File: config.mk
export PLATFORM = sky130hd
export DESIGN_NAME = stopwatch_time_core_flat
export DESIGN_NICKNAME = d
export VERILOG_FILES = /design/src/rtl/stopwatch_pkg.sv /design/src/rtl/stopwatch_time_core_if.sv /design/src/rtl/wrap_counter.sv /design/src/rtl/stopwatch_time_core.sv /design/src/flat_wrapper.sv
export SDC_FILE = /design/constraint.sdc
export NUM_CORES = 1
export LEC_CHECK = 0
export ABC_AREA = 0
export CAP_MARGIN = 10
export CORE_AREA = 2 2 65 67
export DETAILED_ROUTE_END_ITERATION = 12
export DIE_AREA = 0 0 67 69
export PLACE_DENSITY = 0.47
export RECOVER_POWER = 100
export SYNTH_ARGS = -nofsm -noshare
export SYNTH_HDL_FRONTEND = slang
export SYNTH_SLANG_ARGS = --single-unit
export TNS_END_PERCENT = 30
File: constraint.sdc
create_clock -name clk -period 1.62 [get_ports clk]
set_clock_uncertainty 0.1 [all_clocks]
set_input_delay 0.162 -clock clk [delete_from_list [all_inputs] [get_ports clk]]
set_output_delay 0.162 -clock clk [all_outputs]
set_load 0.05 [all_outputs]
File: src/rtl/stopwatch_pkg.sv
// Shared widths, default wrap limits and FSM state type for the stopwatch.
// Imported by the time core, its counter and its interface.
package stopwatch_pkg;

  localparam int TIME_W      = 6;
  localparam int DEF_MAX_MIN = 59;
  localparam int DEF_MAX_SEC = 59;

  typedef enum logic [1:0] {
    PAUSE = 2'd0,
    RUN   = 2'd1,
    ADJ   = 2'd2
  } sw_state_t;

endpackage

File: src/rtl/stopwatch_time_core_if.sv
// Control pulses in, time/status out, between the stopwatch front end and core.
// master: tick/pulse/level source; slave: stopwatch_time_core.
interface stopwatch_time_core_if;
  import stopwatch_pkg::*;

  logic              tick_1hz;
  logic              tick_2hz;
  logic              adj;
  logic              sel;
  logic              pause_pulse;
  logic              clear_pulse;
  logic [TIME_W-1:0] minutes;
  logic [TIME_W-1:0] seconds;
  logic              running;
  logic              blink_min;
  logic              blink_sec;

  modport master (
    output tick_1hz, tick_2hz, adj, sel,
    output pause_pulse, clear_pulse,
    input  minutes, seconds, running,
    input  blink_min, blink_sec
  );

  modport slave (
    input  tick_1hz, tick_2hz, adj, sel,
    input  pause_pulse, clear_pulse,
    output minutes, seconds, running,
    output blink_min, blink_sec
  );

endinterface

File: src/rtl/wrap_counter.sv
// Up counter 0..MAX that wraps to 0; clr wins over inc.
// Ports: clk, rst_n, inc, clr in; value (registered), at_max (comb) out.
module wrap_counter
  import stopwatch_pkg::*;
#(
  parameter int MAX = DEF_MAX_SEC
) (
  input  logic              clk,
  input  logic              rst_n,
  input  logic              inc,
  input  logic              clr,
  output logic [TIME_W-1:0] value,
  output logic              at_max
);

  assign at_max = (value == TIME_W'(MAX));

  always_ff @(posedge clk or negedge rst_n) begin
    if (!rst_n) begin
      value <= '0;
    end else if (clr) begin
      value <= '0;
    end else if (inc) begin
      value <= at_max ? '0 : value + 1'b1;
    end
  end

endmodule

File: src/rtl/stopwatch_time_core.sv
// Stopwatch minutes/seconds with PAUSE/RUN/ADJ control; optional field
// blink when STOPWATCH_BLINK_EN is defined. Ports: clk, rst_n, bus (slave).
module stopwatch_time_core
  import stopwatch_pkg::*;
#(
  parameter int MAX_MIN = DEF_MAX_MIN,
  parameter int MAX_SEC = DEF_MAX_SEC
) (
  input  logic                  clk,
  input  logic                  rst_n,
  stopwatch_time_core_if.slave  bus
);

  sw_state_t         state;
  sw_state_t         state_nx;
  logic              resume_run;
  logic              resume_nx;
  logic              sec_inc;
  logic              min_inc;
  logic              sec_max;
  logic              unused_min_max;
  logic [TIME_W-1:0] sec_val;
  logic [TIME_W-1:0] min_val;
  logic              run_q;
  logic              blink_min;
  logic              blink_sec;

  // Clear holds the state; otherwise adj edges, then pause,
  // then ticks, each masking everything below it.
  always_comb begin
    state_nx  = state;
    resume_nx = resume_run;
    sec_inc   = 1'b0;
    min_inc   = 1'b0;
    if (bus.clear_pulse) begin
      state_nx = state;
    end else if (state != ADJ && bus.adj) begin
      state_nx  = ADJ;
      resume_nx = (state == RUN);
    end else if (state == ADJ && !bus.adj) begin
      state_nx = resume_run ? RUN : PAUSE;
    end else if (state == ADJ) begin
      if (bus.tick_2hz) begin
        sec_inc = bus.sel;
        min_inc = !bus.sel;
      end
    end else if (bus.pause_pulse) begin
      state_nx = (state == RUN) ? PAUSE : RUN;
    end else if (state == RUN && bus.tick_1hz) begin
      sec_inc = 1'b1;
      min_inc = sec_max;
    end
  end

  always_ff @(posedge clk or negedge rst_n) begin
    if (!rst_n) begin
      state      <= PAUSE;
      resume_run <= 1'b0;
      run_q      <= 1'b0;
    end else begin
      state      <= state_nx;
      resume_run <= resume_nx;
      run_q      <= (state_nx == RUN);
    end
  end

  wrap_counter #(.MAX(MAX_SEC)) u_sec (
    .clk    (clk),
    .rst_n  (rst_n),
    .inc    (sec_inc),
    .clr    (bus.clear_pulse),
    .value  (sec_val),
    .at_max (sec_max)
  );

  wrap_counter #(.MAX(MAX_MIN)) u_min (
    .clk    (clk),
    .rst_n  (rst_n),
    .inc    (min_inc),
    .clr    (bus.clear_pulse),
    .value  (min_val),
    .at_max (unused_min_max)
  );

`ifdef STOPWATCH_BLINK_EN
  logic phase;
  logic phase_nx;

  always_comb begin
    phase_nx = phase;
    if (state != ADJ && state_nx == ADJ) begin
      phase_nx = 1'b0;
    end else if (state == ADJ && state_nx == ADJ &&
                 bus.tick_2hz && !bus.clear_pulse) begin
      phase_nx = ~phase;
    end
  end

  always_ff @(posedge clk or negedge rst_n) begin
    if (!rst_n) begin
      phase     <= 1'b0;
      blink_min <= 1'b0;
      blink_sec <= 1'b0;
    end else begin
      phase     <= phase_nx;
      blink_sec <= (state_nx == ADJ) & bus.sel & phase_nx;
      blink_min <= (state_nx == ADJ) & !bus.sel & phase_nx;
    end
  end
`else
  assign blink_min = 1'b0;
  assign blink_sec = 1'b0;
`endif

  assign bus.minutes   = min_val;
  assign bus.seconds   = sec_val;
  assign bus.running   = run_q;
  assign bus.blink_min = blink_min;
  assign bus.blink_sec = blink_sec;

endmodule

File: src/flat_wrapper.sv
// flat-port wrapper written by rule: the top's interface ports become plain ports
module stopwatch_time_core_flat import stopwatch_pkg::*;
#(
  parameter int MAX_MIN = DEF_MAX_MIN,
  parameter int MAX_SEC = DEF_MAX_SEC
)
  (clk, rst_n, bus_tick_1hz, bus_tick_2hz, bus_adj, bus_sel, bus_pause_pulse, bus_clear_pulse, bus_minutes, bus_seconds, bus_running, bus_blink_min, bus_blink_sec);
  stopwatch_time_core_if bus_i ();
  input  logic clk;
  input  logic rst_n;
  input wire logic [$bits(bus_i.tick_1hz)-1:0] bus_tick_1hz;
  input wire logic [$bits(bus_i.tick_2hz)-1:0] bus_tick_2hz;
  input wire logic [$bits(bus_i.adj)-1:0] bus_adj;
  input wire logic [$bits(bus_i.sel)-1:0] bus_sel;
  input wire logic [$bits(bus_i.pause_pulse)-1:0] bus_pause_pulse;
  input wire logic [$bits(bus_i.clear_pulse)-1:0] bus_clear_pulse;
  output wire logic [$bits(bus_i.minutes)-1:0] bus_minutes;
  output wire logic [$bits(bus_i.seconds)-1:0] bus_seconds;
  output wire logic [$bits(bus_i.running)-1:0] bus_running;
  output wire logic [$bits(bus_i.blink_min)-1:0] bus_blink_min;
  output wire logic [$bits(bus_i.blink_sec)-1:0] bus_blink_sec;
  assign bus_i.tick_1hz = bus_tick_1hz;
  assign bus_i.tick_2hz = bus_tick_2hz;
  assign bus_i.adj = bus_adj;
  assign bus_i.sel = bus_sel;
  assign bus_i.pause_pulse = bus_pause_pulse;
  assign bus_i.clear_pulse = bus_clear_pulse;
  assign bus_minutes = bus_i.minutes;
  assign bus_seconds = bus_i.seconds;
  assign bus_running = bus_i.running;
  assign bus_blink_min = bus_i.blink_min;
  assign bus_blink_sec = bus_i.blink_sec;
  stopwatch_time_core #(.MAX_MIN(MAX_MIN), .MAX_SEC(MAX_SEC)) u_core (.clk(clk), .rst_n(rst_n), .bus(bus_i));
endmodule
==> metrics.csv, run 1 <==
stage,metric,value,unit
finish,area_growth,55.76,%
placement,pre_cts_slack,-339.7,ps
die,fp.dieH,69,um
min_path,hold_path_class,register to register,
finish,layout-drive-gt1-share,0.3916,
sta,tightest_slew,896.0,ps
finish,nets,154,
clock_network,cts-root-buf,clkbuf_8,
drt,wl_per_cell,12.99,um
synthesis,netlist_area,933.4,sq um
synthesis,synth_seq_area_share,0.4290,
drt,first_pass_iters,4,
critical_path,endpoint_kind,register,
drt,ant_nets,0,
clock_network,ctsHtreeMaxLevel,1,
finish,finalInstanceArea,0.001454,sq mm
critical_path,start_kind,register,
clock_network,clk_pin_slew_worst_paths,70,ps
placement,gp_congestion,0.7731,
die,coreArea,0.003914,sq mm
die,rows,23,
drt,num_vias,910,
global_routing,grt_pass1_vias,945,
synthesis,avgSynthCellArea,9.242,sq um
global_routing,grt_pass1_wl,4395,um
synthesis,ys_async_sr_fraction,1.000,
drt,drt_wl_total,2507,um
synthesis,synth_common_cells,"16 x dfrtp_1, 11 x o21ai_0, 9 x a21oi_1",
synthesis,yosys_warnings,0,
sta,fin_crit_sh,0.9997,
pwr,leakagePower,0.6622,nW
sta,worst_slack,0.5514,ps
clock_network,post_cts_buffers,0,
synthesis,ys.flop_type,dfrtp_1,
clock_network,clockBufferDepth,2,
finish,antennaDiodeCount,0,
sta,fmax,617.5,MHz
critical_path,worstPathRequired,1700,ps
clock_network,cts_tree,done,
sta,max_slew_margin,0.4027,
synthesis,synth_seq_cells,16,
sta,rsz0062_at_grt,yes,
global_routing,track_usage,0.1233,
synthesis,synth.area.top_cells,"dfrtp_1 43%, o21ai_0 5.9%, a21oi_1 4.8%, nand3_1 3.2%, inv_1 2.8%",
synthesis,synth.top_cell.area_share,0.4290,
global_routing,grt_max_degree,17,
synthesis,yosysTopAreaCell,dfrtp_1,
die,ios,23,
clock_network,cts_hold_buf,0,
placement,dp_hpwl,1866,um
sta,hold_violations,0,
global_routing,gr-total-overflow,0,
die,start_util,0.2385,
drt,drc,0,
synthesis,synth_edf_count,0,
sta,maxSlewViolCount,0,
placement,dpl-instance-area,0.001381,sq mm
placement,io_buffers,20,
status,status,completed,
die,die-area,0.004623,sq mm
drt,drt_iter0_drc,11,
synthesis,syn_inst,101,
finish,layout.area.seq,410.4,sq um
critical_path,arrival,1700,ps
sta,fin_tns_setup,0,ps
flow_run,drv_cap,0,
critical_path,path_max_fanout,8,
synthesis,synth_cell_types,40,
clock_network,cts-buffers-inserted,3,
clock_network,clk-insertion-delay-late,260,ps
pwr,irDropWorstVdd,455.3,uV
sta,post-route-min-period,1619,ps
global_routing,antenna_found_initial,0,
die,die_x,67,um
finish,nFillCells,417,
critical_path,crit_type,register to register,
sta,finalSetupViolCount,0,
synthesis,synth_most_common_cell,dfrtp_1,
pwr,power.density,828.1,mW/mm^2
finish,multi_input_area,583.1,sq um
clock_network,cts.sinks,16,
drt,vias_per_cell,4.715,
## layout by cell type, fill, tap and decap left out, drive strengths merged
cell	n
o21a	1
nor3	1
and2	1
mux2i	2
inv	7
nor2	2
nor2b	2
nor4	2
dfrtp	16
or3	1
a22oi	1
a22o	1
a31o	1
a211o	1
buf	21
and3	3
nand2	6
o22ai	1
o21ai	12
a21oi	9
nand4bb	1
a41oi	1
dlygate4sd3	1
o211ai	3
ha	2
o31ai	1
a211oi	1
clkbuf	15
nand2b	2
nor3b	1
conb	2
a32o	2
or2	1
dlymetal6s2s	3
clkdlybuf4s50	6
or4	1
o2bb2ai	1
or3b	2
nand3	6
## timing repair
| item | 4_1_cts | 5_1_grt |
|---|---|---|
| gates resized for setup | 6 | 7 |
| hold endpoints to repair | 0 | 0 |
| pin swaps | 0 | 6 |
| setup endpoints to repair | 5 | 10 |
## layer usage
layer  part of all wire  wire [um]  global-route usage
met2               0.48       1207              0.1870
met3              0.047        118             0.04241
met4              0.014         35             0.03401
met1               0.46       1145              0.1651
met5                  0          0                   0
## cell families (layout without fill, tap and decap cells)
logic type,after synthesis,count (layout),synth area share
compound gates,36,36,0.2493
simple gates,32,32,0.2038
flops,16,16,0.4290
buf+inv,12,53,0.06567
fa+ha+maj,2,2,0.02681
mux,2,2,0.02145
other cells,1,2,0.004018
## power by group
group	internal, mW	total [mW]	switching (mW)	leakage, nW
sequential	0.440	0.478	0.0380	0.201
clock	0.216	0.369	0.153	0.0288
combinational	0.139	0.357	0.217	0.432
## registers in the layout, indices dropped and copies added (netlist names)
name,count
u_core.bus.running,1
u_core.resume_run,1
u_core.state,2
u_core.u_min.value,6
u_core.u_sec.value,6
## final timing paths
path / startpoint / end / slack, ps / depth (start not counted)
max in group asynchronous: rst_n / u_core.u_sec.value[1] / 370 / 2
hold / removal: u_core.resume_run / u_core.resume_run / 410 / 2
hold reg to reg: u_core.resume_run / u_core.resume_run / 410 / 2
setup / recovery: u_core.state[1] / u_core.u_sec.value[2] / 0.6 / 4
min in group asynchronous: rst_n / u_core.state[1] / 440 / 2
setup reg to reg: u_core.state[1] / u_core.u_sec.value[2] / 0.6 / 4
## worst max-delay path, cell delays in order (launching register included)
cell       delay, ps
dfrtp_1          390
nand4bb_4        220
a22o_4           300
or4_4            420
a21oi_2          130
## layout make-up
type | count | area share
Clock buffer | 4 | 0.03787
Multi-Input combinational cell | 74 | 0.4010
Sequential cell | 16 | 0.2823
Timing Repair Buffer | 42 | 0.2177
Tap cell | 50 | 0.04303
Inverter | 7 | 0.01807
## per-stage QoR
step	power [mW]	util	hold slack [ps]	cells
after CTS	1.254	0.3763	131.2	193
after global placement	0.8456	0.3529	400.6	189
after global routing	1.273	0.3715	492.1	193
after floorplan	0.6830	-	-233.6	102
final	1.204	0.3715	413.7	193
after detailed placement	0.8521	0.3529	404.1	189
No activity file was read; power rests on OpenSTA's default activity.
==> run 2: changes to the inputs <==
PLACE_DENSITY = 0.46   (was 0.47)
SLEW_MARGIN = 25   (was default)
clock period = 1.6 ns   (was 1.62 ns; I/O delays follow)
==> run 2 against run 1 <==
Net effect: the run now ends with negative setup slack left; non-clock buffer count grew 2; design area shrank 3.0%; register-to-register slack lost 20 ps; global-route usage shrank 0.72 points; sequential power is essentially flat; total power shrank 0.84%; clock-buffer cell count is the same; via count grew 0.55%; worst setup slack lost 19 ps; clock power shrank 2%; die area is the same.
==> metrics.csv, run 2 (synthesis results as in run 1) <==
stage,metric,value,unit
status,status,finished with violations,
status,violations,negative setup slack,
placement,dp_hpwl,1812,um
pwr,p_total,1.194,mW
sta,finalSetupViolCount,1,
finish,reg_top3,"u_core.u_min.value: 6 flops, u_core.u_sec.value: 6 flops, u_core.state: 2 flops",
sta,worst_slack,-18.16,ps
global_routing,grt_pass1_vias,962,
sta,tightest_slew,933.0,ps
clock_network,cts-root-buf,clkbuf_8,
clock_network,cts_tree,done,
min_path,hold_path_class,register to register,
critical_path,path_max_fanout,10,
critical_path,cp_slowest_cell,or4_1,
placement,io_buffers,20,
finish,finish.utilization,0.3603,
finish,final_cell_mix,"20 x buf_4, 10 x o21ai_0, 9 x a21oi_1, 9 x clkbuf_2",
finish,antennaDiodeCount,0,
clock_network,cts-buffers-inserted,3,
sta,max_slew_margin,0.3780,
drt,wl_per_cell,12.10,um
global_routing,track_usage,0.1161,
finish,area_growth,51.07,%
finish,nets,156,
pwr,irDropWorstVdd,455.9,uV
sta,rsz0062_at_grt,yes,
global_routing,antenna_found_initial,0,
drt,vias_per_cell,4.692,
sta,hold_violations,0,
drt,drt_wl_total,2359,um
clock_network,clk_pin_slew_worst_paths,70,ps
finish,fin_cells,195,
critical_path,start_kind,register,
die,die-area,0.004623,sq mm
pwr,power.density,846.6,mW/mm^2
die,start_util,0.2385,
die,fp.dieH,69,um
global_routing,grt_max_degree,17,
critical_path,critPathMaxStageDelay,420,ps
clock_network,cts.sinks,16,
clock_network,clockBufferDepth,2,
flow_run,drv_cap,0,
clock_network,ctsHtreeMaxLevel,1,
sta,fin_tns_setup,-18.16,ps
die,die_x,67,um
critical_path,worstPathRequired,1670,ps
clock_network,cts_hold_buf,0,
sta,fmax,618.0,MHz
die,coreArea,0.003914,sq mm
finish,layout_commonest_cell,buf_4,
critical_path,arrival,1690,ps
clock_network,clk-insertion-delay-late,250,ps
placement,place_inst,191,
placement,gp_congestion,0.7372,
critical_path,crit_type,register to register,
finish,layout-drive-gt1-share,0.3517,
drt,ant_nets,0,
pwr,leakagePower,0.6255,nW
critical_path,cp_cell_sequence,nand2b_1 -> a22o_2 -> or4_1 -> a21oi_1,
drt,num_vias,915,
die,rows,23,
sta,fin_crit_sh,1.011,
drt,first_pass_iters,4,
sta,maxSlewViolCount,0,
drt,drc,0,
die,ios,23,
critical_path,endpoint_kind,register,
sta,post-route-min-period,1618,ps
global_routing,gr-total-overflow,0,
finish,nFillCells,435,
global_routing,grt_pass1_wl,4298,um
drt,drt_iter0_drc,74,
run 2: changes by cell type in the layout (fill, tap and decap cells not counted), moves of 2 or more:
cell | previous run | this run
dlymetal6s2s_1 | 3 | 1
a21oi_2 | 4 | 0
buf_12 | 0 | 2
a21oi_1 | 5 | 9
run 2: stage by stage:
step	instance area [sq um]	setup slack, ps	hold slack [ps]
after detailed placement	1396	-266.3	403.5
final	1410	-18.16	416.0
after floorplan	983.4	-132.7	-235.6
after global placement	1396	-246.2	395.2
after global routing	1410	-99.98	500.6
after CTS	1455	-25.01	138.0
run 2: path summary, 6_finish.rpt:
check                                   from                    end  slack, ps  depth (start not counted)
min in group asynchronous              rst_n  u_core.u_sec.value[4]        460                          2
hold reg to reg            u_core.resume_run      u_core.resume_run        420                          2
hold / removal             u_core.resume_run      u_core.resume_run        420                          2
setup / recovery             u_core.state[0]  u_core.u_sec.value[2]        -20                          4
setup reg to reg             u_core.state[0]  u_core.u_sec.value[2]        -20                          4
max in group asynchronous              rst_n  u_core.u_sec.value[3]        300                          2
run 2: layout make-up:
| type | count | area (sq um) | area share |
|---|---|---|---|
| multi-input combinational | 74 | 515.5 | 0.3656 |
| timing repair buffer | 44 | 340.3 | 0.2413 |
| sequential | 16 | 410.4 | 0.2910 |
| tap | 50 | 62.56 | 0.04437 |
| clock buffer | 4 | 55.05 | 0.03904 |
| inverter | 7 | 26.28 | 0.01863 |
run 2: power by group:
group	internal (mW)	switching, mW	total, mW	leakage [nW]
Combinational	0.139	0.214	0.353	0.395
Sequential	0.446	0.0334	0.479	0.201
Clock	0.218	0.144	0.362	0.0288
run 2: per-layer routing:
metal  part of all wire  track usage  vias to the layer above
met5                  0            0                        -
met4                  0      0.02041                        0
met3              0.074      0.04078                        0
met2               0.45       0.1738                       29
met1               0.47       0.1619                      429
li1                   -            -                      457
run 2: repair_timing:
action,in CTS,in global routing
endpoints found under the setup margin,8,10
gates resized for setup,2,1
setup buffers,0,0
hold endpoints to repair,0,0
pin swaps,1,1
run 2: worst max-delay path: cells and delay by family, from the launching register on:
family	cells	cell delay (ps)
DFF	1	390
AOI/OAI and AO/OA	2	430
and+or+nand+nor	2	630
==> run 3: changes to the inputs <==
PLACE_DENSITY = 0.47   (was 0.46)
clock period = 1.4 ns   (was 1.6 ns; I/O delays follow)
==> run 3 against run 2 <==
Net effect: the run still ends with negative setup slack left; core utilization grew 5.1 points; global-route usage grew 0.30 points; sequential power grew 14%; sequential cell count is the same; critical path type unchanged; critical endpoint unchanged; largest cell class unchanged; largest power group unchanged.
==> metrics.csv, run 3 (synthesis results as in run 1) <==
stage,metric,value,unit
status,status,finished with violations,
status,violations,negative setup slack,
clock_network,ctsHtreeMaxLevel,1,
finish,antennaDiodeCount,0,
critical_path,critPathMaxStageDelay,420,ps
global_routing,grt_pass1_vias,952,
sta,rsz0062_at_grt,yes,
placement,gp_congestion,0.8366,
die,die-area,0.004623,sq mm
clock_network,clk-insertion-delay-late,240,ps
drt,ant_nets,0,
sta,finalSetupViolCount,12,
finish,layout-drive-gt1-share,0.3800,
critical_path,crit_type,register to register,
drt,drc,0,
critical_path,start_kind,register,
critical_path,path_max_fanout,7,
finish,layout_commonest_cell,buf_4,
sta,fmax,626.4,MHz
flow_run,drv_cap,0,
pwr,leakagePower,0.6668,nW
sta,hold_violations,0,
global_routing,antenna_found_initial,0,
drt,vias_per_cell,4.765,
drt,wl_per_cell,12.71,um
die,rows,23,
global_routing,grt_max_degree,17,
clock_network,clk_pin_slew_worst_paths,60,ps
clock_network,clockBufferDepth,2,
global_routing,track_usage,0.1191,
drt,drt_iter0_drc,30,
sta,whs,379.8,ps
critical_path,worstPathRequired,1480,ps
finish,finalInstanceArea,0.001612,sq mm
min_path,hold_path_class,input pin to async pin,
placement,dp_hpwl,1923,um
die,ios,23,
critical_path,arrival,1670,ps
finish,area_growth,72.65,%
finish,nFillCells,410,
placement,io_buffers,20,
drt,drt_wl_total,2541,um
critical_path,cp_slowest_cell,or4_1,
drt,num_vias,953,
sta,tightest_slew,931.8,ps
die,start_util,0.2385,
drt,first_pass_iters,4,
placement,dpl-instance-area,0.001559,sq mm
global_routing,grt_pass1_wl,4319,um
finish,reg_top3,"u_core.u_min.value: 6 flops, u_core.u_sec.value: 6 flops, u_core.state: 2 flops",
finish,final_cell_mix,"16 x buf_4, 12 x buf_12, 11 x clkbuf_1, 9 x o21ai_0, 9 x dfrtp_2",
clock_network,cts-root-buf,clkbuf_8,
sta,worst_slack,-196.5,ps
critical_path,endpoint_kind,register,
clock_network,cts_hold_buf,0,
sta,max_slew_margin,0.3788,
sta,post-route-min-period,1597,ps
clock_network,cts_tree,done,
pwr,irDropWorstVdd,404.7,uV
clock_network,cts.sinks,16,
finish,nets,162,
pwr,power.density,872.1,mW/mm^2
clock_network,cts-buffers-inserted,3,
die,die_x,67,um
sta,fin_crit_sh,1.140,
die,coreArea,0.003914,sq mm
critical_path,cp_cell_sequence,nand4bb_4 -> a22o_4 -> or4_1 -> a21oi_2,
global_routing,gr-total-overflow,0,
die,fp.dieH,69,um
sta,maxSlewViolCount,0,
## run 3: cell types whose count changed in the layout (fill, tap and decap cells not counted), moves of 4 or more
cell,previous run,this run
a21oi_1,9,5
a21oi_2,0,4
buf_12,2,12
buf_4,20,16
clkbuf_1,4,11
clkbuf_2,9,2
## run 3: worst max-delay path: cells and delay by family (launching register included)
kind	cells	cell delay, ps
flops	1	380
compound gates	2	410
simple gates	2	640
## run 3: power breakdown
part | total, mW | switching [mW] | internal [mW] | leakage, nW
logic | 0.513 | 0.277 | 0.237 | 0.445
clock network | 0.344 | 0.154 | 0.190 | 0.0216
registers | 0.548 | 0.0366 | 0.511 | 0.200
## run 3: what timing repair did
action                     in CTS  in global routing
gates resized for setup         8                  5
setup buffers                   0                  1
setup endpoints to repair      12                 13
pin swaps                       6                  5
hold endpoints to repair        0                  0
## run 3: layout make-up
class | count | area, sq um | share of cell area
clock buffers | 3 | 41.29 | 0.02562
inverters | 7 | 26.28 | 0.01630
multi-input cells | 74 | 564.3 | 0.3502
flip-flops and latches | 16 | 411.6 | 0.2554
well taps | 50 | 62.56 | 0.03882
repair buffers | 50 | 505.5 | 0.3137
## run 3: final timing paths
path,startpoint,to,slack [ps],depth (start not counted)
worst min-delay path,rst_n,u_core.u_sec.value[3],380,2
worst max-delay path,u_core.state[1],u_core.u_sec.value[2],-200,4
worst max register to register,u_core.state[1],u_core.u_sec.value[2],-200,4
min in group clk,u_core.resume_run,u_core.resume_run,420,2
max in group asynchronous,rst_n,u_core.u_min.value[0],190,2
worst min register to register,u_core.resume_run,u_core.resume_run,420,2
## run 3: routing by layer
metal / global-route usage / routed length [um] / part of all wire / vias up
met1: 0.1592 / 1178 / 0.46 / 462
met3: 0.02284 / 92 / 0.036 / 2
met5: 0 / 0 / 0 / -
li1: - / - / - / 470
met2: 0.1892 / 1257 / 0.49 / 19
met4: 0.04082 / 13 / 0.0051 / 0
## run 3: metrics by stage
step / util / cells / worst slack (ps) / TNS, ps / power, mW
floorplan: - / 102 / -332.7 / -2906 / 0.7903
global placement: 0.3983 / 196 / -451.9 / -4908 / 1.063
detailed placement: 0.3983 / 196 / -521.2 / -5174 / 1.072
CTS: 0.4204 / 199 / -208.0 / -1662 / 1.457
global route: 0.4118 / 200 / -259.6 / -2624 / 1.484
finish: 0.4118 / 200 / -196.5 / -1657 / 1.405
==> variant 1: new RTL, flow settings as in run 3 <==
`TIME_W`: 6 -> 3.
--- a/src/rtl/stopwatch_pkg.sv
+++ b/src/rtl/stopwatch_pkg.sv
@@ -3,5 +3,5 @@
 package stopwatch_pkg;
 
-  localparam int TIME_W      = 6;
+  localparam int TIME_W      = 3;
   localparam int DEF_MAX_MIN = 59;
   localparam int DEF_MAX_SEC = 59;
Interface: changed (resized bus_minutes and bus_seconds); port bits go from 23 to 17. The function was not compared with the original's and may differ.
==> variant 1 against run 3 <==
The run still ends with negative setup slack left. Synthesized area shrank 42%. Maximum frequency shrank 2.0%. First-iteration DRC count shrank 73%. Final area shrank 41%. Combinational power shrank 54%. Setup slack lost 0.033 ns. Power shrank 38%. Sequential cell count shrank 6. Utilization shrank 17 points. Wire length shrank 44%. Cell count shrank 32%. Critical path depth grew 1. Highest routed layer unchanged.
==> variant 1: results (changes against run 3) <==
sequential area share after synthesis 46.3% (+3.4 points); Final nets 98 (-40%); HPWL after DPL 1120 µm (-42%); R2R depth 5 (+1); worst r2r dst u_core.u_min.value[1]$_DFFE_PN0P_; crit path to u_core.u_min.value[1]$_DFFE_PN0P_; final worst slack -0.230 ns (-0.0331 ns); via count 507 (-47%); P_comb 235 µW (-54%); Synth Area in Compound Gates 14.1% (-11 points); status complete, but fails checks; Leak 0.000422 µW (-37%); first-pass GRT wire length 2360 µm (-45%); DP Area 916 µm² (-41%); vias in the first global route 542 (-43%); internal power 627 µW (-33%); Finished Layout Cells 137 (-32%); adder-cell share of the synthesized area 4.63% (+1.9 points); Crit. Startpoint u_core.u_sec.value[0]$_DFFE_PN0P_; Placement Setup Slack -0.508 ns (+0.0130 ns); Post-synth top cells 10 x dfrtp_1, 5 x nand2b_1, 5 x o21ai_0; multiplexer share of the synthesized area 5.56% (+3.4 points); CP max FO 3 (-4); failing checks negative setup slack; final core occ 24.4% (-17 points); endpoints failing setup 4 (-8); Filler cells 443 (+8.0%)
-- variant 1: changes by cell type after synthesis, moves of 3 or more --
cell      change
nand2b_1      +3
o21ai_0       -6
nand2_1       -3
o211ai_1      -3
nand3_1       -5
dfrtp_1       -6
a21oi_1       -5
inv_1         -5
-- variant 1: layout make-up --
| cell class | count | share of cell area [%] |
|---|---|---|
| repair buffers | 29 | 29.8 |
| well taps | 50 | 6.54 |
| multi-input cells | 42 | 31.7 |
| flip-flops and latches | 10 | 26.4 |
| inverters | 2 | 0.785 |
| clock buffers | 4 | 4.71 |
-- variant 1: repair_timing --
action                                  CTS  global route
buffers inserted                          0             0
resized for setup                         4             2
pin swaps                                 2             3
endpoints found under the setup margin    4             5
-- variant 1: routing by layer --
metal | vias to the layer above | part of all wire, %
li1 | 253 | -
met1 | 235 | 45
met2 | 14 | 46
met3 | 5 | 5.3
met4 | 0 | 3.9
met5 | - | 0
==> variant 2: new RTL, config.mk and constraints of run 3 <==
Made on the original files. The 3 states of `sw_state_t` get a one-hot encoding in 3 bits.
--- a/src/rtl/stopwatch_pkg.sv
+++ b/src/rtl/stopwatch_pkg.sv
@@ -7,8 +7,8 @@
   localparam int DEF_MAX_SEC = 59;
 
-  typedef enum logic [1:0] {
-    PAUSE = 2'd0,
-    RUN   = 2'd1,
-    ADJ   = 2'd2
+  typedef enum logic [2:0] {
+    PAUSE = 3'b001,
+    RUN   = 3'b010,
+    ADJ   = 3'b100
   } sw_state_t;
 
Behaviour: same outputs for any inputs over 10 cycles, from zero or initial values and one cycle with rst_n low; not proved beyond that.
==> variant 2 against run 3 <==
The flow still finishes with violations (negative setup slack). Sequential cell count up 1. Combinational power up 4.9%. Setup slack worse by 0.10 ns. Wire length up 25%. Synthesized area up 27%. Power up 6.6%. Final area up 19%. Critical endpoint is now u_core.u_min.value[5]$_DFFE_PN0P_.
==> variant 2: results (changes against run 3) <==
status complete, but fails checks; failing checks negative setup slack; R2R depth 5 (+1); largest net degree at the start of global routing 18 (+1); placed insts 228 (+16%); Largest regs u_core.u_min.value: 6 flops, u_core.u_sec.value: 6 flops, u_core.state: 3 flops; Final Critical Period 1.70 ns (+0.100 ns); Netlist cell types 51 (+28%); fraction of layout cells with a size suffix above 1 44.0% (+6.0 points); Worst-Margin Slew 0.501 ns (-0.431 ns); Leak 0.000818 µW (+23%); post-CTS setup repair buffer count 0 (unchanged); first-pass GRT wire length 5670 µm (+31%); First-pass DRT Iterations 6 (+2); final worst slack -0.297 ns (-0.100 ns); Filler cells 388 (-5.4%); GP Congestion 0.837 (about the same); DR WL met3 105 µm (+14%); worst r2r dst u_core.u_min.value[5]$_DFFE_PN0P_; met1 wire length 1510 µm (+28%); sequential area share after synthesis 36.0% (-6.8 points); critical path's slowest cell dfrtp_2; top area cells in the synthesized netlist dfrtp_1 34%, a21oi_1 3.4%, nand3_1 3.4%, nand2_1 3.2%, a2111oi_1 2.5%; via count 1191 (+25%); endpoints failing setup 14 (+2); R2R Path Start u_core.u_sec.value[1]$_DFFE_PN0P_; GRT Util Overall 15.2% (+3.3 points); Final nets 193 (+19%); setup total negative slack -2.81 ns (-1.15 ns); Synth Instances 122 (+21%); WL/cell 13.7 µm (+7.9%); DP Area 1880 µm² (+20%); Post-synth top cells 16 x dfrtp_1, 10 x nand2_1, 8 x a21oi_1, 8 x nand3_1, 5 x o21ai_1; CP max FO 8 (+1); met2 WL post-DR 1560 µm (+24%); highest routed layer met4; CP Data Arrival Time 1.73 ns (+0.06 ns); Worst path max stage delay 0.39 ns (-0.03 ns); DR iter-0 viols 33 (+10%); HPWL after DPL 2480 µm (+29%); drt total wl 3180 µm (+25%)
variant 2: changes by cell type after synthesis, sizes merged, moves of 4 or more:
cell	delta
inv	-4
a2111oi	+4
o21ai	-4
nand2	+4
and4	+4
variant 2: cells by family after synthesis:
kind of cell | after synthesis | share of synthesized area (%)
flops | 17 | 36.0
compound gates | 38 | 24.5
other cells | 1 | 0.317
fa+ha+maj | 2 | 2.11
simple gates | 54 | 31.6
buf+inv | 10 | 5.39
variant 2: worst min path at each step:
stage / start / to / slack (ns) / cells past startpoint
6_report: rst_n / u_core.u_min.value[0]$_DFFE_PN0P_ / 0.28 / 2
5_1_grt: rst_n / u_core.u_sec.value[2]$_DFFE_PN0P_ / 0.31 / 2
4_1_cts: rst_n / u_core.u_sec.value[2]$_DFFE_PN0P_ / 0.13 / 2
3_5_place_dp: rst_n / u_core.u_sec.value[2]$_DFFE_PN0P_ / 0.40 / 2
3_3_place_gp: rst_n / u_core.u_min.value[3]$_DFFE_PN0P_ / 0.40 / 2
2_1_floorplan: rst_n / u_core.bus.running$_DFF_PN0_ / -0.26 / 0
variant 2: where the power goes:
group	switching, µW	internal, µW	total, µW
combinational	279	259	538
sequential	43.0	542	585
clock	173	202	374
total	494	1000	1500
variant 2: final cells by class:
cell class,instances,area share [%]
Inverter,3,0.589
Clock buffer,4,2.35
Timing Repair Buffer,62,31.1
Multi-Input combinational cell,96,40.0
Tap cell,50,3.27
Sequential cell,17,22.7
variant 2: what timing repair did:
item / CTS / global route
gates resized for setup: 6 / 3
endpoints found under the setup margin: 14 / 15
pin swaps: 6 / 0
variant 2: layer usage:
layer / up-vias / global-route usage (%)
met3: 2 / 2.28
met1: 573 / 22.7
met2: 23 / 22.9
li1: 593 / -
met5: - / 0
met4: 0 / 3.40
variant 2: per-stage QoR:
| step | setup slack (ns) | total power, µW |
|---|---|---|
| 5_1_grt | -0.381 | 1590 |
| 4_1_cts | -0.288 | 1540 |
| 6_report | -0.297 | 1500 |
| 3_3_place_gp | -0.403 | 1140 |
| 3_5_place_dp | -0.462 | 1140 |
| 2_1_floorplan | -0.446 | 916 |
